[src/rtl/data_ram_pkg.sv]
// Shared types and helpers for the data_ram arbiter slice.
package data_ram_pkg;

  localparam int unsigned ADDR_W = 32;
  localparam int unsigned DATA_W = 32;

  typedef enum logic {IDLE, LOCK1} arb_state_t;

  // Word index beyond the RAM; the byte offset bits are ignored.
  function automatic logic is_oob(input logic [ADDR_W-1:0] addr, input int unsigned depth);
    return (addr >> 2) >= ADDR_W'(depth);
  endfunction

endpackage

[src/rtl/data_ram_arbiter_if.sv]
// One requester port of the data_ram arbiter: request fields in, grant/response out.
interface data_ram_arbiter_if;
  import data_ram_pkg::*;

  logic              req;
  logic              we;
  logic              lock;
  logic [ADDR_W-1:0] addr;
  logic [DATA_W-1:0] wdata;
  logic              gnt;
  logic              rvalid;
  logic [DATA_W-1:0] rdata;
  logic              err;

  modport master (
    output req, we, lock, addr, wdata,
    input  gnt, rvalid, rdata, err
  );

  modport slave (
    input  req, we, lock, addr, wdata,
    output gnt, rvalid, rdata, err
  );

endinterface

[src/rtl/data_ram_arbiter_rr_arb2.sv]
// Two-way round-robin grant with an override that forces requester 1 to win.
module rr_arb2 (
  input  logic clk,
  input  logic rst,
  input  logic i_req0,
  input  logic i_req1,
  input  logic i_force1,
  output logic o_gnt0,
  output logic o_gnt1
);

  // 1: requester 1 won last, so requester 0 has priority on a tie.
  logic r_last1;

  always_comb begin
    o_gnt1 = i_req1 & (i_force1 | ~i_req0 | ~r_last1);
    o_gnt0 = i_req0 & ~o_gnt1;
  end

  always_ff @(posedge clk or posedge rst) begin
    if (rst) begin
      r_last1 <= 1'b1;
    end else if (o_gnt0 | o_gnt1) begin
      r_last1 <= o_gnt1;
    end
  end

endmodule

[src/rtl/data_ram_arbiter.sv]
// Shares the single-port data_ram between the CPU LSU (m0) and the debug/DMA loader (m1).
module data_ram_arbiter
  import data_ram_pkg::*;
#(
  parameter int unsigned DEPTH    = 1024,
  parameter int unsigned MAX_LOCK = 16
) (
  input  logic                clk,
  input  logic                rst,
  data_ram_arbiter_if.slave   io_m0,
  data_ram_arbiter_if.slave   io_m1,
  output logic                o_ram_we,
  output logic                o_ram_re,
  output logic [ADDR_W-1:0]   o_ram_a,
  output logic [DATA_W-1:0]   o_ram_wd,
  input  logic [DATA_W-1:0]   i_ram_rd
);

  localparam int unsigned CntW = $clog2(MAX_LOCK + 1);

  arb_state_t        r_state, w_state_nxt;
  logic [CntW-1:0]   r_lock_cnt, w_lock_cnt_nxt;
  logic [ADDR_W-1:0] r_ram_a;
  logic [DATA_W-1:0] r_ram_wd;
  logic              r_rvalid0, r_rvalid1, r_err0, r_err1;
  logic [DATA_W-1:0] r_rdata0, r_rdata1;

  logic              w_req0, w_req1, w_gnt0, w_gnt1, w_any;
  logic              w_cnt_max, w_lock_hold, w_oob, w_sel_we;
  logic [ADDR_W-1:0] w_sel_addr;
  logic [DATA_W-1:0] w_sel_wdata;
  logic              w_unused_lock;

  assign w_unused_lock = io_m0.lock;

  // No grant can be issued while reset is asserted, so nothing reaches the RAM.
  assign w_req0 = io_m0.req & ~rst;
  assign w_req1 = io_m1.req & ~rst;

  assign w_cnt_max   = (r_lock_cnt == CntW'(MAX_LOCK));
  assign w_lock_hold = (r_state == LOCK1) & w_req1 & io_m1.lock & ~(w_req0 & w_cnt_max);

  rr_arb2 u_rr_arb2 (
    .clk      (clk),
    .rst      (rst),
    .i_req0   (w_req0),
    .i_req1   (w_req1),
    .i_force1 (w_lock_hold),
    .o_gnt0   (w_gnt0),
    .o_gnt1   (w_gnt1)
  );

  always_comb begin
    w_state_nxt    = r_state;
    w_lock_cnt_nxt = r_lock_cnt;
    unique case (r_state)
      IDLE: begin
        if (w_gnt1 & io_m1.lock) begin
          w_state_nxt    = LOCK1;
          w_lock_cnt_nxt = CntW'(1);
        end
      end
      LOCK1: begin
        if (w_lock_hold) begin
          if (!w_cnt_max) w_lock_cnt_nxt = r_lock_cnt + 1'b1;
        end else begin
          w_state_nxt    = IDLE;
          w_lock_cnt_nxt = '0;
        end
      end
    endcase
  end

  always_comb begin
    w_any       = w_gnt0 | w_gnt1;
    w_sel_we    = w_gnt1 ? io_m1.we    : io_m0.we;
    w_sel_addr  = w_gnt1 ? io_m1.addr  : io_m0.addr;
    w_sel_wdata = w_gnt1 ? io_m1.wdata : io_m0.wdata;
    w_oob       = is_oob(w_sel_addr, DEPTH);
    o_ram_we    = w_any & w_sel_we & ~w_oob;
    o_ram_re    = w_any & ~w_sel_we & ~w_oob;
    // The RAM address/data bus keeps its last driven value between grants.
    o_ram_a     = w_any ? w_sel_addr  : r_ram_a;
    o_ram_wd    = w_any ? w_sel_wdata : r_ram_wd;
  end

  always_ff @(posedge clk or posedge rst) begin
    if (rst) begin
      r_state    <= IDLE;
      r_lock_cnt <= '0;
      r_ram_a    <= '0;
      r_ram_wd   <= '0;
      r_rvalid0  <= 1'b0;
      r_rvalid1  <= 1'b0;
      r_err0     <= 1'b0;
      r_err1     <= 1'b0;
      r_rdata0   <= '0;
      r_rdata1   <= '0;
    end else begin
      r_state    <= w_state_nxt;
      r_lock_cnt <= w_lock_cnt_nxt;
      if (w_any) begin
        r_ram_a  <= w_sel_addr;
        r_ram_wd <= w_sel_wdata;
      end
      r_rvalid0 <= w_gnt0;
      r_rvalid1 <= w_gnt1;
      r_err0    <= w_gnt0 & w_oob;
      r_err1    <= w_gnt1 & w_oob;
      r_rdata0  <= (w_gnt0 & ~w_sel_we & ~w_oob) ? i_ram_rd : '0;
      r_rdata1  <= (w_gnt1 & ~w_sel_we & ~w_oob) ? i_ram_rd : '0;
    end
  end

  assign io_m0.gnt    = w_gnt0;
  assign io_m1.gnt    = w_gnt1;
  assign io_m0.rvalid = r_rvalid0;
  assign io_m1.rvalid = r_rvalid1;
  assign io_m0.rdata  = r_rdata0;
  assign io_m1.rdata  = r_rdata1;
  assign io_m0.err    = r_err0;
  assign io_m1.err    = r_err1;

endmodule

[src/flat_wrapper.sv]
// flat-port wrapper written by rule: the top's interface ports become plain ports
module data_ram_arbiter_flat import data_ram_pkg::*;
#(
  parameter int unsigned DEPTH    = 1024,
  parameter int unsigned MAX_LOCK = 16
)
  (clk, rst, o_ram_we, o_ram_re, o_ram_a, o_ram_wd, i_ram_rd, io_m0_req, io_m0_we, io_m0_lock, io_m0_addr, io_m0_wdata, io_m0_gnt, io_m0_rvalid, io_m0_rdata, io_m0_err, io_m1_req, io_m1_we, io_m1_lock, io_m1_addr, io_m1_wdata, io_m1_gnt, io_m1_rvalid, io_m1_rdata, io_m1_err);
  data_ram_arbiter_if io_m0_i ();
  data_ram_arbiter_if io_m1_i ();
  input  logic clk;
  input  logic rst;
  output logic o_ram_we;
  output logic o_ram_re;
  output logic [ADDR_W-1:0] o_ram_a;
  output logic [DATA_W-1:0] o_ram_wd;
  input  logic [DATA_W-1:0] i_ram_rd;
  input wire logic [$bits(io_m0_i.req)-1:0] io_m0_req;
  input wire logic [$bits(io_m0_i.we)-1:0] io_m0_we;
  input wire logic [$bits(io_m0_i.lock)-1:0] io_m0_lock;
  input wire logic [$bits(io_m0_i.addr)-1:0] io_m0_addr;
  input wire logic [$bits(io_m0_i.wdata)-1:0] io_m0_wdata;
  output wire logic [$bits(io_m0_i.gnt)-1:0] io_m0_gnt;
  output wire logic [$bits(io_m0_i.rvalid)-1:0] io_m0_rvalid;
  output wire logic [$bits(io_m0_i.rdata)-1:0] io_m0_rdata;
  output wire logic [$bits(io_m0_i.err)-1:0] io_m0_err;
  input wire logic [$bits(io_m1_i.req)-1:0] io_m1_req;
  input wire logic [$bits(io_m1_i.we)-1:0] io_m1_we;
  input wire logic [$bits(io_m1_i.lock)-1:0] io_m1_lock;
  input wire logic [$bits(io_m1_i.addr)-1:0] io_m1_addr;
  input wire logic [$bits(io_m1_i.wdata)-1:0] io_m1_wdata;
  output wire logic [$bits(io_m1_i.gnt)-1:0] io_m1_gnt;
  output wire logic [$bits(io_m1_i.rvalid)-1:0] io_m1_rvalid;
  output wire logic [$bits(io_m1_i.rdata)-1:0] io_m1_rdata;
  output wire logic [$bits(io_m1_i.err)-1:0] io_m1_err;
  assign io_m0_i.req = io_m0_req;
  assign io_m0_i.we = io_m0_we;
  assign io_m0_i.lock = io_m0_lock;
  assign io_m0_i.addr = io_m0_addr;
  assign io_m0_i.wdata = io_m0_wdata;
  assign io_m0_gnt = io_m0_i.gnt;
  assign io_m0_rvalid = io_m0_i.rvalid;
  assign io_m0_rdata = io_m0_i.rdata;
  assign io_m0_err = io_m0_i.err;
  assign io_m1_i.req = io_m1_req;
  assign io_m1_i.we = io_m1_we;
  assign io_m1_i.lock = io_m1_lock;
  assign io_m1_i.addr = io_m1_addr;
  assign io_m1_i.wdata = io_m1_wdata;
  assign io_m1_gnt = io_m1_i.gnt;
  assign io_m1_rvalid = io_m1_i.rvalid;
  assign io_m1_rdata = io_m1_i.rdata;
  assign io_m1_err = io_m1_i.err;
  data_ram_arbiter #(.DEPTH(DEPTH), .MAX_LOCK(MAX_LOCK)) u_core (.clk(clk), .rst(rst), .io_m0(io_m0_i), .io_m1(io_m1_i), .o_ram_we(o_ram_we), .o_ram_re(o_ram_re), .o_ram_a(o_ram_a), .o_ram_wd(o_ram_wd), .i_ram_rd(i_ram_rd));
endmodule
[config.mk]
export PLATFORM = sky130hd
export DESIGN_NAME = data_ram_arbiter_flat
export DESIGN_NICKNAME = d
export VERILOG_FILES = /design/src/rtl/data_ram_pkg.sv /design/src/rtl/data_ram_arbiter_if.sv /design/src/rtl/data_ram_arbiter_rr_arb2.sv /design/src/rtl/data_ram_arbiter.sv /design/src/flat_wrapper.sv
export SDC_FILE = /design/constraint.sdc
export NUM_CORES = 1
export LEC_CHECK = 0
export ABC_AREA = 1
export BUFFER_PORTS_ARGS = -buffer_cell sky130_fd_sc_hd__buf_2
export CORE_MARGIN = 4
export CORE_UTILIZATION = 45
export DETAILED_ROUTE_END_ITERATION = 6
export PLACE_DENSITY = 0.8
export SETUP_SLACK_MARGIN = 0.1
export SYNTH_ARGS = -nofsm -noshare
export SYNTH_HDL_FRONTEND = slang
export SYNTH_SLANG_ARGS = --single-unit
[constraint.sdc]
create_clock -name clk -period 15.1 [get_ports clk]
set_clock_uncertainty 0.2 [all_clocks]
set_input_delay 3.775 -clock clk [delete_from_list [all_inputs] [get_ports clk]]
set_output_delay 3.775 -clock clk [all_outputs]
set_load 0.03 [all_outputs]
# After elaboration in Yosys (flattened, before gate mapping)
# Index checks and enable logic that the tools add are counted.
[classes] add_sub_neg=1 n_mul=0 div=0 order_cmp=1 n_eq_ne=3 n_shift=0 muxes=14 n_bitwise=30 n_reduce_logical=1
[op_table] cell="32-bit 2-to-1 mux" n=6
[op_table] cell="30-bit by 11-bit greater-or-equal comparator with 1-bit output, second input constant" n=1
[op_table] cell="1-bit bitwise AND" n=19
[op_table] cell="5-bit 2-to-1 mux" n=3
[op_table] cell="5-bit case mux with 2 select lines" n=1
[op_table] cell="1-bit NOT" n=8
[op_table] cell="5-bit by 1-bit adder with 5-bit output, second input constant" n=1
[op_table] cell="5-bit == test, second input constant" n=1
[op_table] cell="1-bit 2-to-1 mux" n=3
[op_table] cell="3-bit != test, second input constant" n=1
[op_table] cell="1-bit OR" n=3
[op_table] cell="2-bit by 1-bit != test with 1-bit output, second input constant" n=1
[op_table] cell="1-bit case mux with 2 select lines" n=1
[op_table] cell="2-bit AND reduction" n=1
[word_totals] regBits=139 latchBits=0 ram_bits=0 rom_bits=0 inputBits=168 out_inout_bits=136 elab_cells=61 mem_count=0

# Depth between registers and ports, before layout
# Gate-level depths: netlist of run 1.
[logic_depth] depth_word=13 depth_mapped=18 depth_no_buf=17

# Modules after synthesis
# From an unflattened synthesis of run 1, not the netlist that was laid out.
[unflattened] cells_unflattened=653 hier_area_um2=5778.0
[modules_own_cells] mod="data_ram_arbiter" n_inst=1 cells_each=642 area_per_inst_um2=5711.7 seq_area_each_um2=3453.3
[modules_own_cells] mod="rr_arb2" n_inst=1 cells_each=11 area_per_inst_um2=66.3 seq_area_each_um2=26.3

# Worst setup path after synthesis of run 1
# Ideal clock, no wire load.
[synth_timing] path_kind="input-to-output" from="in rst" to="out o_ram_a[10]" arrival_time_ns=7.363 required_time_ns=11.125 setup_slack_ns=3.762 path_stages=11 path_buffers=2 path_cell_list="inv_2 -> nand2_1 -> nor2_2 -> nand2_4 -> nand2_4 -> nand2_4 -> inv_2 -> clkbuf_1 -> clkbuf_1 -> nand2_1 -> a31oi_1"
[synth_via] elab_chain_cells=12 elab_cells_between_ends=17 classes_between="mux: 2; bitwise: 15"
[synth_lines] item="from (decl)" line_no="flat_wrapper.sv:11" rtl="input logic rst;"
[synth_lines] item="1-bit NOT *" line_no="data_ram_arbiter.sv:37, data_ram_arbiter.sv:38"
[synth_lines] item="1-bit bitwise AND, on equally long branches" line_no="data_ram_arbiter.sv:38, data_ram_arbiter.sv:37"
[synth_lines] item="1-bit bitwise AND" line_no="data_ram_arbiter.sv:41" rtl="assign w_lock_hold = (r_state == LOCK1) & w_req1 & io_m1.lock & ~(w_req0 & w_cnt_max);"
[synth_lines] item="1-bit bitwise AND or 1-bit NOT (tied branches)" line_no="data_ram_arbiter.sv:41"
[synth_lines] item="1-bit bitwise AND" line_no="data_ram_arbiter.sv:41"
[synth_lines] item="1-bit OR (2 in a row)" line_no="data_ram_arbiter_rr_arb2.sv:16" rtl="o_gnt1 = i_req1 & (i_force1 | ~i_req0 | ~r_last1);"
[synth_lines] item="1-bit bitwise AND" line_no="data_ram_arbiter_rr_arb2.sv:16"
[synth_lines] item="1-bit NOT" line_no="data_ram_arbiter_rr_arb2.sv:17" rtl="o_gnt0 = i_req0 & ~o_gnt1;"
[synth_lines] item="1-bit bitwise AND" line_no="data_ram_arbiter_rr_arb2.sv:17"
[synth_lines] item="1-bit OR" line_no="data_ram_arbiter.sv:75" rtl="w_any = w_gnt0 | w_gnt1;"
[synth_lines] item="32-bit 2-to-1 mux *" line_no="data_ram_arbiter.sv:83" rtl="o_ram_a = w_any ? w_sel_addr : r_ram_a;"
[synth_lines] item="to (decl)" line_no="flat_wrapper.sv:14" rtl="output logic [ADDR_W-1:0] o_ram_a;"
# Mark *: on every way between the ends. The rest lies on a longest branch, timed or not.

# Worst setup path in the final report of run 1
[layout_timing] from="in rst" to="out o_ram_re"
[layout_via] elab_chain_cells=13 elab_cells_between_ends=22 classes_between="order compare: 1; mux: 2; bitwise: 19"
[layout_lines] item="1-bit NOT *" line_no="data_ram_arbiter.sv:37, data_ram_arbiter.sv:38"
[layout_lines] item="parallel branches: the longest is 11 deep, another holds 30-bit by 11-bit greater-or-equal comparator with 1-bit output"
[layout_lines] item="1-bit bitwise AND *" line_no="data_ram_arbiter.sv:81" rtl="o_ram_re = w_any & ~w_sel_we & ~w_oob;"
[layout_lines] item="to (decl)" line_no="flat_wrapper.sv:13" rtl="output logic o_ram_re;"
# Every way passes the cells marked *.

==> results of run 1 <==
-- metal layers --
| layer | global-route usage, % | up-vias | wire length [microns] |
|---|---|---|---|
| li1 | - | 2604 | - |
| met1 | 25.4 | 2407 | 6290 |
| met3 | 7.01 | 23 | 1440 |
| met4 | 8.05 | 0 | 318 |
| met5 | 0 | - | 0 |
| met2 | 36.4 | 235 | 8040 |
-- logic make-up after synthesis --
group,count (synthesis),share of synthesized area (%)
AOI/OAI and AO/OA,42,3.95
DFF,139,59.7
buffers and inverters,101,7.98
xor gates and xnor gates,3,0.451
and+or+nand+nor,371,27.5
adders and majority gates,2,0.429
-- cells in the final DEF, fill, tap and decap left out, types with 4 or more instances in the layout --
cell type    n
buf_2      302
buf_4        4
dfrtp_1    138
nor2_1      82
o21ai_0     28
nand3b_1     8
a31oi_1     10
nor2_2      16
nand2_1    207
nand3_1     46
inv_6        4
inv_1       67
clkbuf_16   17
-- sequential cells by signal, indices dropped and copies added (netlist names) --
register,cells
u_core.u_rr_arb2.r_last1,1
u_core.io_m0.err,1
u_core.r_ram_wd,32
u_core.r_lock_cnt,5
u_core.io_m1.rvalid,1
u_core.io_m1.err,1
u_core.r_state,1
u_core.io_m0.rdata,32
u_core.io_m1.rdata,32
u_core.r_ram_a,32
u_core.io_m0.rvalid,1
-- synth_stat cells --
cell        n
o21ai_0    28
nand3_1    46
o21ai_2     2
nor2_4      2
nand3_2     2
nand2_4     3
ha_1        2
dfstp_2     1
buf_1       1
nor2_2     16
buf_8       2
xor2_1      2
a21oi_1     2
xnor2_1     1
inv_1      67
nand2_2     2
buf_4       1
nand2_1   207
inv_2       4
nand3b_1    8
buf_6       7
nand3_4     2
dfrtp_1   138
buf_2       6
a31oi_1    10
clkbuf_1   13
nor2_1     83
-- cell type report --
class	instances	area, sq um	share of cell area (%)
Clock buffer	19	433	5.41
Clock inverter	13	166	2.08
Inverter	71	272	3.39
Multi-Input combinational cell	418	1890	23.7
Sequential cell	139	3480	43.5
Tap cell	172	215	2.69
Timing Repair Buffer	306	1540	19.3
-- worst max-delay path, stage by stage --
cell,delay [ns]
buf_2,0.13
inv_6,0.37
nand2_1,0.16
inv_1,0.45
nand2_4,0.39
inv_2,0.19
buf_4,0.48
nand2_1,0.14
nand2_1,0.11
nor2_1,0.04
nand2_1,0.13
nor2_4,0.07
nand3_1,0.11
nor2_1,0.05
buf_2,0.18
-- where the power goes --
| group | switching, mW | total (mW) | internal (mW) |
|---|---|---|---|
| clock | 0.159 | 0.420 | 0.261 |
| sequential | 0.00776 | 0.408 | 0.401 |
| combinational | 0.133 | 0.188 | 0.0551 |
| total | 0.299 | 1.02 | 0.717 |
-- worst max-delay path by stage --
stage | slack [ns] | from | end
floorplan | 3.76 | rst | o_ram_a[10]
global placement | 4.24 | rst | o_ram_wd[2]
detailed placement | 4.24 | rst | o_ram_wd[2]
CTS | 4.24 | rst | o_ram_wd[2]
global route | 4.01 | rst | o_ram_a[26]
finish | 4.33 | rst | o_ram_re
-- through the flow --
stage	instances	hold slack, ns
detailed placement	1106	0.276
finish	1138	0.291
global placement	1106	0.271
floorplan	658	0.292
global route	1138	0.306
CTS	1138	0.291
==> results.toml, run 1 <==
[cts]
post_cts_resized = 0
clk_pin_slew_ns = 0.06
cts-root-buf = "clkbuf_16"
cts_setup_buffers = 0
clock-sinks = 139
holdBufCountCts = 0
clockBufferDepth = 2
htreeDepth = 4
tritoncts = "built"
cts_made_buffers = 17
clk_latency_ns = 0.41

[final_layout]
diodes = 0
syn2layout_area_growth_pct = 37.2
drive_above_1_share_pct = 38.4
fin_util_pct = 63.1
nFillCells = 1053
layout.nets = 1123
final_area_sq_um = 8000

[run]
maxCapViolCount = 0

[power_and_ir_drop]
leakagePower_nw = 4.70
power_density_nw_per_um2 = 127
power_mw = 1.02
peakVddDrop_mv = 0.0751

[global_route]
grt_max_degree = 82
first_global_vias = 5115
track_usage_pct = 21.4
antenna_found_initial = 0
grt_pass1_wl_mm = 24.6
overflow = 0

[sta]
slew_headroom_pct = 34.0
fin_crit_ns = 10.77
fin_tns_setup_ns = 0
finalSetupViolCount = 0
slew_viol_final = 0
max_slew.worst_pin.slew_ns = 0.990
max_freq_ghz = 0.0928
fin_crit_sh_pct = 71.4
final-hold-violation-count = 0
rsz0062_at_grt = "false"
finalWorstSetupSlack_ns = 4.33

[synthesis]
yosys_warnings = 0
synthCells = 658
yosysSeqAreaShare_pct = 59.7
yosys.area.top_type = "dfrtp_1"
synth_area_leaders = "dfrtp_1 59%, nand2_1 13%, nor2_1 5.3%, inv_1 4.3%, nand3_1 3.9%"
post-synth-top-area-fraction_pct = 59.2
synth_seq_cells = 139
avgSynthCellArea_sq_um = 8.86
yosysUniqueCellTypes = 27
syn_nets = 828
netlist_area_sq_um = 5830

[critical_path]
critPathArrivalTime_ns = 6.80
path_class = "in2out"
endpoint_kind = "output pin"
rrSetupSlack_ns = 11.65
startpoint_type = "input port"
reg2reg_to = "u_core.io_m0.rdata[19]$_DFF_PP0_"
crit_required_ns = 11.12
r2r-start = "u_core.r_lock_cnt[0]$_DFFE_PP0P_"
reg2regPathDepth = 17
critPathMaxFanout = 60

[die]
die_w_microns = 122
initial_core_util_pct = 46.0
die-area_sq_um = 14800
die_height_microns = 122
pin_count = 304
fp.coreArea_sq_um = 12700
rows = 41

[drt]
dr.pass1.iters = 4
drc = 0
viasPerCell = 4.63
wire_per_inst_microns = 14.1
ant_nets = 0
num_vias = 5269
drt_iter0_markers = 282
wl_mm = 16.1

[run_status]
status = "finished clean"

[placed_design]
place_ws_ns = 4.24
globalplace.congestion = 0.822
dpl.hpwl_mm = 11.8
port_buffers = 302
dpl-instance-area_sq_um = 7400

[hold_path]
hold_depth = 2
hp-class = "reg2reg"
holdPathEnd = "u_core.r_ram_wd[23]$_DFF_PP0_"
min_from = "u_core.r_ram_wd[23]$_DFF_PP0_"
No activity file was read; power rests on OpenSTA's default activity.
==> run 2, diff against run 1 <==
--- a/config.mk
+++ b/config.mk
@@ -5,7 +5,7 @@
 export SDC_FILE = /design/constraint.sdc
 export NUM_CORES = 1
 export LEC_CHECK = 0
-export ABC_AREA = 1
+export ABC_AREA = 0
 export BUFFER_PORTS_ARGS = -buffer_cell sky130_fd_sc_hd__buf_2
 export CORE_MARGIN = 4
 export CORE_UTILIZATION = 45
==> constraint.sdc (replaced) <==
create_clock -name clk -period 9.95 [get_ports clk]
set_clock_uncertainty 0.2 [all_clocks]
set_input_delay 2.4875 -clock clk [delete_from_list [all_inputs] [get_ports clk]]
set_output_delay 2.4875 -clock clk [all_outputs]
set_load 0.03 [all_outputs]
==> run 2 against run 1 <==
Total power rose by 53%. Highest routed layer is now met5. Sequential share of layout area rose by 0.65 points. Critical path type unchanged. Count of clock-buffer cells in the layout did not move. Synthesized cell count fell by 26%. Via count fell by 9.3%. Clock power rose by 46%. Sequential cell count did not move. Sequential power rose by 55%.
==> results.toml, run 2 <==
[run_status]
status = "finished clean"

[cts]
clockBufferDepth = 2
tritoncts = "built"
cts_made_buffers = 17
cts-root-buf = "clkbuf_16"
post_cts_resized = 0
clk_latency_ns = 0.42
clock-sinks = 139
holdBufCountCts = 0
cts_setup_buffers = 0
htreeDepth = 4
clk_pin_slew_ns = 0.06

[synthesis]
synth_seq_cells = 139
avgSynthCellArea_sq_um = 11.7
synthTopCellsByCount = "138 x dfrtp_1, 69 x nand2_1, 64 x and2_1, 64 x mux2i_1, 34 x o21ai_1"
synthCells = 485
synth_area_leaders = "dfrtp_1 61%, mux2i_1 11%, and2_1 7.0%, nand2_1 4.5%, o21ai_1 3.0%"
netlist_area_sq_um = 5690
post-synth-top-area-fraction_pct = 60.7
synth_edf_count = 0
synth.most_common_cell = "dfrtp_1"
yosys_warnings = 0
synthArstFlopShare_pct = 100
syn_nets = 655
yosys.area.top_type = "dfrtp_1"
yosysUniqueCellTypes = 39
synth_flop_cell = "dfrtp_1"
yosysSeqAreaShare_pct = 61.1

[placed_design]
globalplace.congestion = 0.872
place_inst = 932
port_buffers = 302
place_ws_ns = 2.12
dpl.hpwl_mm = 12.8
dpl-instance-area_sq_um = 7300

[die]
rows = 40
die_w_microns = 120
pin_count = 304
fp.coreArea_sq_um = 12200
initial_core_util_pct = 46.6
die_height_microns = 120
die-area_sq_um = 14500

[sta]
finalSetupViolCount = 0
finalWorstSetupSlack_ns = 2.10
rsz0062_at_grt = "false"
fin_crit_ns = 7.85
slew_viol_final = 0
fin_crit_sh_pct = 78.9
slew_headroom_pct = 43.8
max_freq_ghz = 0.127
final-hold-violation-count = 0
fin_tns_setup_ns = 0
max_slew.worst_pin.slew_ns = 0.843
hold_slack_ns = 0.286

[drt]
dr.pass1.iters = 4
viasPerCell = 4.96
ant_nets = 0
wire_per_inst_microns = 17.6
num_vias = 4778
drc = 0
wl_mm = 17.0
drt_iter0_markers = 300

[power_and_ir_drop]
power_density_nw_per_um2 = 197
leakagePower_nw = 4.46
power_mw = 1.56
peakVddDrop_mv = 0.132

[critical_path]
crit_top_cell = "buf_2"
endpoint_kind = "output pin"
crit_required_ns = 7.26
r2r-start = "u_core.r_lock_cnt[0]$_DFFE_PP0P_"
worst-path-buf-inv = 5
critPathMaxFanout = 76
cp_cell_sequence = "buf_2, inv_6, a22oi_4, clkinv_2, buf_4, o21ai_0, buf_2"
startpoint_type = "input port"
critPathArrivalTime_ns = 5.16
worst-path-stages = 7
reg2regPathDepth = 7
reg2reg_to = "u_core.r_ram_wd[10]$_DFF_PP0_"
slowest_stage = "clkinv_2"
critPathTopFamily = "buffers and inverters"
critPathLaunch = "rst"
rrSetupSlack_ns = 6.76
path_class = "in2out"
max_stage_delay_ns = 0.62

[final_layout]
layout.nets = 953
nFillCells = 970
diodes = 0
drive_above_1_share_pct = 43.6
layout_commonest_cell = "buf_2"
layout_common_cells = "302 x buf_2, 138 x dfrtp_1, 69 x nand2_1"
final_area_sq_um = 7880
fin_util_pct = 64.5
final_cells = 964
syn2layout_area_growth_pct = 38.4

[global_route]
first_global_vias = 5282
antenna_found_initial = 2
grt_max_degree = 77
track_usage_pct = 23.8
overflow = 0
grt_pass1_wl_mm = 26.6

[hold_path]
hold_depth = 2
hp-class = "reg2reg"
min_from = "u_core.u_rr_arb2.r_last1$_DFFE_PP1N_"
holdPathEnd = "u_core.u_rr_arb2.r_last1$_DFFE_PP1N_"

[run]
maxCapViolCount = 0
-- run 2: worst max path at each step --
stage | end | slack, ns
after global placement | o_ram_wd[16] | 2.21
after floorplan | o_ram_a[22] | 0.63
after CTS | o_ram_wd[10] | 2.10
after global routing | o_ram_wd[10] | 1.87
after detailed placement | o_ram_wd[16] | 2.12
final | o_ram_wd[10] | 2.10
-- run 2: worst reg2reg max path, cell delays in order, from the launching register on --
cell       delay, ns
dfrtp_1         0.42
inv_1           0.08
ha_1            0.17
nand4bb_1       0.23
a22oi_4         0.34
clkinv_2        0.63
buf_4           0.59
o21ai_0         0.41
-- run 2: report_power, final --
group	leakage [nW]	total (mW)	internal [mW]	switching (mW)
Clock	0.262	0.612	0.370	0.243
Combinational	2.38	0.311	0.0964	0.215
Sequential	1.81	0.633	0.616	0.0170
Total	4.46	1.56	1.08	0.474
-- run 2: final cells by class --
class                   count  area [sq um]  share of cell area (%)
clock buffers              19           433                    5.49
clock inverters            13           145                    1.84
inverters                   7          32.5                   0.413
multi-input cells         311          2030                    25.8
flip-flops and latches    139          3480                    44.1
well taps                 168           210                    2.67
repair buffers            307          1550                    19.7
-- run 2: kinds of logic (layout without fill, tap and decap cells) --
logic type                 count (synthesis)  count (layout)  synth area share, %
xor gates and xnor gates                   2               2                0.308
and+or+nand+nor                          164             164                 15.6
adders and majority gates                  2               2                0.439
muxes                                     64              64                 11.3
buffers and inverters                     35             346                 3.32
DFF                                      139             139                 61.1
AOI/OAI and AO/OA                         79              79                 7.98
-- run 2: routing by layer --
metal  routed length [microns]  global-route usage [%]  part of all wire [%]  up-vias
met2                      8830                    42.1                    52      238
met4                       382                    9.21                   2.3        4
li1                          -                       -                     -     2238
met3                      1950                    11.6                    11       36
met5                        14                       0                 0.083        -
met1                      5780                    23.9                    34     2262
==> run 3, diff against run 2 <==
--- a/config.mk
+++ b/config.mk
@@ -8,9 +8,9 @@
 export ABC_AREA = 0
 export BUFFER_PORTS_ARGS = -buffer_cell sky130_fd_sc_hd__buf_2
 export CORE_MARGIN = 4
-export CORE_UTILIZATION = 45
+export CORE_UTILIZATION = 41
 export DETAILED_ROUTE_END_ITERATION = 6
-export PLACE_DENSITY = 0.8
+export PLACE_DENSITY = 0.77
 export SETUP_SLACK_MARGIN = 0.1
 export SYNTH_ARGS = -nofsm -noshare
 export SYNTH_HDL_FRONTEND = slang
==> constraint.sdc (replaced) <==
create_clock -name clk -period 7.1 [get_ports clk]
set_clock_uncertainty 0.2 [all_clocks]
set_input_delay 1.775 -clock clk [delete_from_list [all_inputs] [get_ports clk]]
set_output_delay 1.775 -clock clk [all_outputs]
set_load 0.03 [all_outputs]
==> run 3 against run 2 <==
Critical path depth up 1. Largest cell class unchanged. Routed wire length grew 2.5%. Combinational power increased by 82%. Final cell count is 1.3% higher. First-iteration DRC count decreased by 56%. Non-clock buffer count is 5 higher. Clock power grew 50%. Sequential share of layout area shrank 4.2 points. Die area rose by 9.1%. Count of clock-buffer cells in the layout is 2 lower.
==> results.toml, run 3 (same netlist as run 2, synthesis figures left out) <==
[cts]
clock-sinks = 139
clk_latency_ns = 0.41
clk_pin_slew_ns = 0.06
post_cts_resized = 0
holdBufCountCts = 0
cts-root-buf = "clkbuf_16"
cts_made_buffers = 17
tritoncts = "built"
clockBufferDepth = 2
htreeDepth = 4
cts_setup_buffers = 0

[sta]
hold_slack_ns = 0.284
slew_headroom_pct = 33.1
finalSetupViolCount = 0
max_slew.worst_pin.slew_ns = 1.00
fin_crit_sh_pct = 81.8
slew_viol_final = 0
final-hold-violation-count = 0
fin_crit_ns = 5.81
finalWorstSetupSlack_ns = 1.29
max_freq_ghz = 0.172
rsz0062_at_grt = "false"
fin_tns_setup_ns = 0

[critical_path]
endpoint_kind = "output pin"
startpoint_type = "input port"
cp_cell_sequence = "buf_2, and4b_1, a22oi_4, inv_8, buf_12, nand2_1, o21ai_4, buf_2"
slowest_stage = "inv_8"
critPathArrivalTime_ns = 3.83
max_stage_delay_ns = 0.50
path_class = "in2out"
crit_top_cell = "buf_2"
worst-path-buf-inv = 4
crit_required_ns = 5.12
critPathTopFamily = "buffers and inverters"
critPathMaxFanout = 65

[global_route]
antenna_found_initial = 1
busiest_layer = "met2"
met3_usage_pct = 9.86
grt_util_met2_pct = 37.5
first_global_vias = 5227
overflow = 0
grt_pass1_wl_mm = 27.4
grt_use_met1_pct = 24.0
grt_max_degree = 73
track_usage_pct = 21.8

[drt]
drt_iter0_markers = 131
ant_nets = 0
num_vias = 4877
dr.pass1.iters = 4
drc = 0
wl_mm = 17.4
wire_per_inst_microns = 17.8
viasPerCell = 4.99

[placed_design]
dpl-instance-area_sq_um = 8100
dpl.hpwl_mm = 13.3
globalplace.congestion = 0.894
port_buffers = 302
place_ws_ns = 1.30

[power_and_ir_drop]
leakagePower_nw = 4.70
peakVddDrop_mv = 0.203
power_density_nw_per_um2 = 272

[die]
initial_core_util_pct = 42.5
die_w_microns = 126
die-area_sq_um = 15800
die_height_microns = 126
rows = 42
fp.coreArea_sq_um = 13400
pin_count = 304

[final_layout]
layout_commonest_cell = "buf_2"
layout_common_cells = "302 x buf_2, 138 x dfrtp_1, 66 x nand2_1"
drive_above_1_share_pct = 52.7
syn2layout_area_growth_pct = 53.0
fin_util_pct = 65.0
final_area_sq_um = 8710
layout.nets = 958
diodes = 0

[run_status]
status = "finished clean"

[hold_path]
hp-class = "reg2reg"

[run]
maxCapViolCount = 0
[run 3: cell types whose count changed in the layout (fill, tap and decap cells not counted), sizes merged]
cell / change
buf: +5
inv: +3
clkbuf: -2
clkinvlp: -2
bufinv: +1
[run 3: stage by stage]
stage,std cells,total power [mW]
floorplan,485,1.31
global placement,945,1.45
detailed placement,945,1.47
CTS,977,2.39
global route,977,2.47
finish,977,2.37
[run 3: power by group]
group / leakage (nW) / total, mW / switching (mW) / internal, mW
Combinational: 2.60 / 0.567 / 0.362 / 0.204
Clock: 0.294 / 0.917 / 0.357 / 0.560
Sequential: 1.81 / 0.886 / 0.0232 / 0.863
[run 3: area by class of cell]
class / instances / area (sq um)
Fill cell: 1019 / 4690
Sequential cell: 139 / 3480
Multi-Input combinational cell: 311 / 2760
Timing Repair Buffer: 312 / 1600
Clock buffer: 17 / 425
Tap cell: 176 / 220
Clock inverter: 15 / 189
Inverter: 7 / 37.5
[run 3: worst paths after layout]
| path | start | end | slack [ns] | depth (start not counted) |
|---|---|---|---|---|
| min in group asynchronous | rst | u_core.r_lock_cnt[1]$_DFFE_PP0P_ | 1.52 | 3 |
| worst max register to register | u_core.r_lock_cnt[0]$_DFFE_PP0P_ | u_core.r_ram_wd[27]$_DFF_PP0_ | 4.58 | 8 |
| max in group asynchronous | rst | u_core.io_m0.rdata[20]$_DFF_PP0_ | 3.76 | 4 |
| worst max-delay path | rst | o_ram_wd[27] | 1.29 | 8 |
| worst min register to register | u_core.u_rr_arb2.r_last1$_DFFE_PP1N_ | u_core.u_rr_arb2.r_last1$_DFFE_PP1N_ | 0.28 | 2 |
| worst min-delay path | u_core.u_rr_arb2.r_last1$_DFFE_PP1N_ | u_core.u_rr_arb2.r_last1$_DFFE_PP1N_ | 0.28 | 2 |
[run 3: metal layers]
| metal | vias up | wire [microns] |
|---|---|---|
| met3 | 32 | 1770 |
| met2 | 230 | 8830 |
| met5 | - | 13 |
| met1 | 2357 | 6350 |
| li1 | 2256 | - |
| met4 | 2 | 420 |
[run 3: tightest hold or removal path: stages, from the launching register on]
cell and delay (ns):
dfstp_2 0.38, nand2_1 0.05, nand2_1 0.05
